## src/rtl/key_provision_loader.sv

```systemverilog
// Serial key loader: assembles the logic-locking key and releases the locked core.
// Optional parity check on the serial stream: define KEYLOAD_PARITY_CHECK_EN.
module key_provision_loader #(
    parameter int NKEYS = 1
) (
    input  logic             clock,
    input  logic             reset,
    input  logic             load_start,
    input  logic             ser_valid,
    input  logic             ser_data,
    output logic             ser_ready,
    output logic [NKEYS-1:0] keyinput,
    output logic             key_valid,
    output logic             core_hold,
    output logic             load_err
);

    localparam int CW = $clog2(NKEYS + 1);

    typedef enum logic [2:0] {
        IDLE,
        SHIFT,
        COMMIT,
        LOCKED,
        ERROR
`ifdef KEYLOAD_PARITY_CHECK_EN
        ,
        PARITY
`endif
    } state_t;

    state_t           state;
    state_t           state_next;
    logic [CW-1:0]    cnt;
    logic [NKEYS-1:0] shreg;
    logic             xfer;
    logic             last;

    always_ff @(posedge clock) begin
        if (reset) begin
            state <= IDLE;
        end else begin
            state <= state_next;
        end
    end

    always_comb begin
        state_next = state;
        if (load_start) begin
            state_next = SHIFT;
        end else begin
            case (state)
                SHIFT: begin
                    if (xfer && last) begin
`ifdef KEYLOAD_PARITY_CHECK_EN
                        state_next = PARITY;
`else
                        state_next = COMMIT;
`endif
                    end
                end
`ifdef KEYLOAD_PARITY_CHECK_EN
                PARITY: begin
                    // Even parity over data plus parity bit.
                    if (xfer) begin
                        state_next = (^shreg ^ ser_data) ? ERROR : COMMIT;
                    end
                end
`endif
                COMMIT:  state_next = LOCKED;
                default: state_next = state;
            endcase
        end
    end

    always_comb begin
        ser_ready = (state == SHIFT);
`ifdef KEYLOAD_PARITY_CHECK_EN
        ser_ready = ser_ready || (state == PARITY);
        load_err  = (state == ERROR);
`else
        load_err  = 1'b0;
`endif
        xfer = ser_valid & ser_ready;
        last = (cnt == CW'(NKEYS - 1));
    end

    always_ff @(posedge clock) begin
        if (reset) begin
            cnt       <= '0;
            shreg     <= '0;
            keyinput  <= '0;
            key_valid <= 1'b0;
            core_hold <= 1'b1;
        end else if (load_start) begin
            cnt       <= '0;
            shreg     <= '0;
            key_valid <= 1'b0;
            core_hold <= 1'b1;
        end else begin
            if (state == SHIFT && xfer) begin
                shreg <= (shreg << 1) | NKEYS'(ser_data);
                cnt   <= cnt + CW'(1);
            end
            if (state == COMMIT) begin
                keyinput <= shreg;
            end
            if (state == ERROR || state_next == ERROR) begin
                keyinput <= '0;
            end
            key_valid <= (state == LOCKED);
            core_hold <= (state != LOCKED);
        end
    end

endmodule

```

## config.mk

```make
export PLATFORM = sky130hd
export DESIGN_NAME = key_provision_loader
export DESIGN_NICKNAME = d
export VERILOG_FILES = /design/src/rtl/key_provision_loader.sv
export SDC_FILE = /design/constraint.sdc
export NUM_CORES = 1
export LEC_CHECK = 0
export ABC_CLOCK_PERIOD_IN_PS = 1000
export CORE_AREA = 2 2 39 41
export DETAILED_ROUTE_END_ITERATION = 7
export DIE_AREA = 0 0 41 43
export PLACE_DENSITY = 0.55
export SLEW_MARGIN = 20
export SYNTH_ARGS = -nofsm -noshare
export SYNTH_HDL_FRONTEND = slang
export SYNTH_SLANG_ARGS = --single-unit
export TNS_END_PERCENT = 50
```

## constraint.sdc

```tcl
create_clock -name clock -period 1 [get_ports clock]
set_input_delay 0.15 -clock clock [delete_from_list [all_inputs] [get_ports clock]]
set_output_delay 0.15 -clock clock [all_outputs]
set_load 0.02 [all_outputs]
```

==> impl_results.md <==
* Run status: finished, violations left
* Failing checks: negative setup slack
* CP Buf/Inv Count at 1
* PortBufs at 8
* Worst EP arrival at 1000 ps
* Commonest cells after routing, fill and taps aside: 10 x buf_4, 7 x dfxtp_1, 4 x clkdlybuf4s50_1, 3 x inv_1, 3 x clkbuf_4
* Post-DP HPWL at 509 µm
* Comb power frac at 0.164
* DP Worst Slack at -358 ps
* Full die area at 1760 µm²
* Grt ovf at 0
* Post-synth ARST share at 0
* I/O pin count at 10
* # fillers at 144
* Synthesized flop and latch total at 8
* Worst Path Max Fanout at 2
* GRT Total Usage at 0.114
* Root Buffer Master: clkbuf_4
* Clock Path Buffers at 2
* P per Cell Area at 1260 nW/µm²
* Leak at 0.000232 µW
* Required time of the critical path at 850 ps
* Syn nets at 41
* Register share of total power at 0.477
* Layout cells sized above 1 at 0.439
* Number of antenna repair diodes at 0
* Pwr Total at 693 µW
* Startpoint types: register
* Vias per inst at 4.41
* Global-route wire length before repair at 1.23 mm
* Initial Utilization at 0.237
* Clock share of power at 0.359
* Worst-path clk slew at 50 ps
* Fin. Hold Viols at 0
* Pin count of the biggest net entering global routing at 8
* Synth Warn # at 0
* Capture point of the critical path: ser_ready
* Final Cell Area at 551 µm²
* Fin nets at 64
* Maximum VDD drop at 0.000462 V
* Cts bufs inserted at 3
* Routability Congestion at 0.750
* Routed WL per cell at 10.1 µm
* Hold WS at 473 ps
* # rows at 14
* Worst path depth at 3
* R2r endpoint: cnt$_SDFFE_PP0P_
* Worst-Skew Late Latency at 260 ps
* Final setup violation count at 5
* Via count at 322
* CP Capture Type: output port
* R2R depth at 5
* Internal cell power at 531 µW
* Distinct cells, synth at 19
* Register area share after synthesis at 0.489
* Placed Area at 488 µm²
* Post-Syn Area at 328 µm²
* Setup ws final at -155 ps
* Antenna violations before repair at 0
* Multi-input gate area at 170 µm²
* Critical-path cell list: nor2b_4 -> and2b_2 -> buf_6
* Clock sink total at 8
* RSZ-0062 raised after global routing: true
* Routed WL at 735 µm
* Storage cell area at 161 µm²
* Die height at 43 µm
* Clock Skew at 0.494 ps
* Crit path launch: state[0]$_SDFF_PP0_
* Final Max Slew Viols at 0
* DR iter-0 viols at 12
* R2R Path Start: state[0]$_SDFF_PP0_
* Min cycle time layout at 1150 ps
* Critical Path Max Stage Delay at 320 ps
* Die Span X at 41 µm
* FF-to-FF setup slack at -110 ps
* Vias in the first global route at 288
* Post-synth EDFFs at 0
* Hold buffers post-CTS at 0
* 1st-pass router iterations at 3
* # H-tree levels at 1
* Core outline area at 1380 µm²
* Maxcap violations at 0
* Cells after Synth at 36
* CP Class: reg -> out
* Mapped Avg Cell Area at 9.11 µm²
* Commonest non-fill, non-tap cell in the layout: buf_4
* Max Clock Freq at 866 MHz
* Fin crit share at 1.15
* CP max stage cell: dfxtp_2
* Ys flop type: dfxtp_1
* Switching part of the total at 0.233
* NetSw at 161 µW
* Drc violations at 0
* Post-DRT Antenna Nets at 0
* Synth-to-layout area growth at 67.9%
* CTS tree: yes
* CP delay by family, top: flip-flops
* Worst Hold Class: in -> reg
## metal layers
metal / share of wire / track usage / up-vias
li1: - / - / 169
met1: 0.47 / 0.136 / 140
met2: 0.42 / 0.138 / 10
met3: 0.063 / 0.0628 / 3
met4: 0.035 / 0.100 / 0
met5: 0 / 0 / -
## cell families (layout without fill, tap and decap cells)
kind of cell | count (synthesis) | count (layout) | synth area share
and+or+nand+nor | 14 | 14 | 0.267
AOI/OAI and AO/OA | 8 | 8 | 0.149
DFF | 8 | 8 | 0.489
buffers and inverters | 4 | 25 | 0.0573
other | 1 | 1 | 0.0114
xor gates and xnor gates | 1 | 1 | 0.0267
## worst min path at each step
stage | to | cells after the start | slack [ps] | startpoint
global route | shreg$_SDFFE_PP0P_ | 2 | 490 | shreg$_SDFFE_PP0P_
global placement | shreg$_SDFFE_PP0P_ | 2 | 470 | shreg$_SDFFE_PP0P_
CTS | shreg$_SDFFE_PP0P_ | 2 | 470 | shreg$_SDFFE_PP0P_
detailed placement | shreg$_SDFFE_PP0P_ | 2 | 480 | shreg$_SDFFE_PP0P_
floorplan | cnt$_SDFFE_PP0P_ | 1 | 220 | load_start
finish | shreg$_SDFFE_PP0P_ | 3 | 470 | ser_data
## synth_stat cells, drive strengths merged, types with 2 or more instances
cell    n  share of area
dfxtp   8           0.49
inv     3          0.034
nor3    3          0.061
a21oi   2          0.031
a31oi   2          0.038
nand2b  2          0.038
nand3   2          0.031
nor2    2          0.023
nor2b   2          0.038
o21ai   2          0.031
## final cells by class
cell class                 count  share of cell area
clock buffer                   3              0.0409
multi-input combinational     24               0.309
tap                           16              0.0364
timing repair buffer          19               0.300
sequential                     8               0.293
inverter                       3              0.0205
## worst reg2reg max path: cells and delay by family, from the launching register on
family | cells | cell delay (ps)
flops | 1 | 320
simple gates | 2 | 310
buf+inv | 2 | 240
xor+xnor | 1 | 140
## through the flow
step / setup TNS [ps] / util / instances
CTS: -340 / 0.388 / 73
global route: -567 / 0.398 / 73
global placement: -1380 / 0.353 / 68
finish: -354 / 0.398 / 73
detailed placement: -1480 / 0.353 / 68
floorplan: 0 / - / 36
## power by group through the flow
stage	clock network [µW]	registers, µW	logic (µW)
floorplan	0	338	36.7
detailed placement	0	335	93.1
global route	269	331	125
global placement	0	335	92.6
finish	249	330	113
CTS	256	329	109
## state kept, by name (all words and copies together), names as in the netlist
signal and cells:
cnt 1, shreg 1, keyinput 1, key_valid 1
state 3, core_hold 1
## timing repair
action / 4_1_cts / 5_1_grt
setup endpoints to repair: 6 / 5
endpoints found under the hold margin: 0 / 0
pin swaps: 1 / 0
gates resized for setup: 21 / 3
setup buffers: 2 / 0
Power figures use the tool's default switching activity.
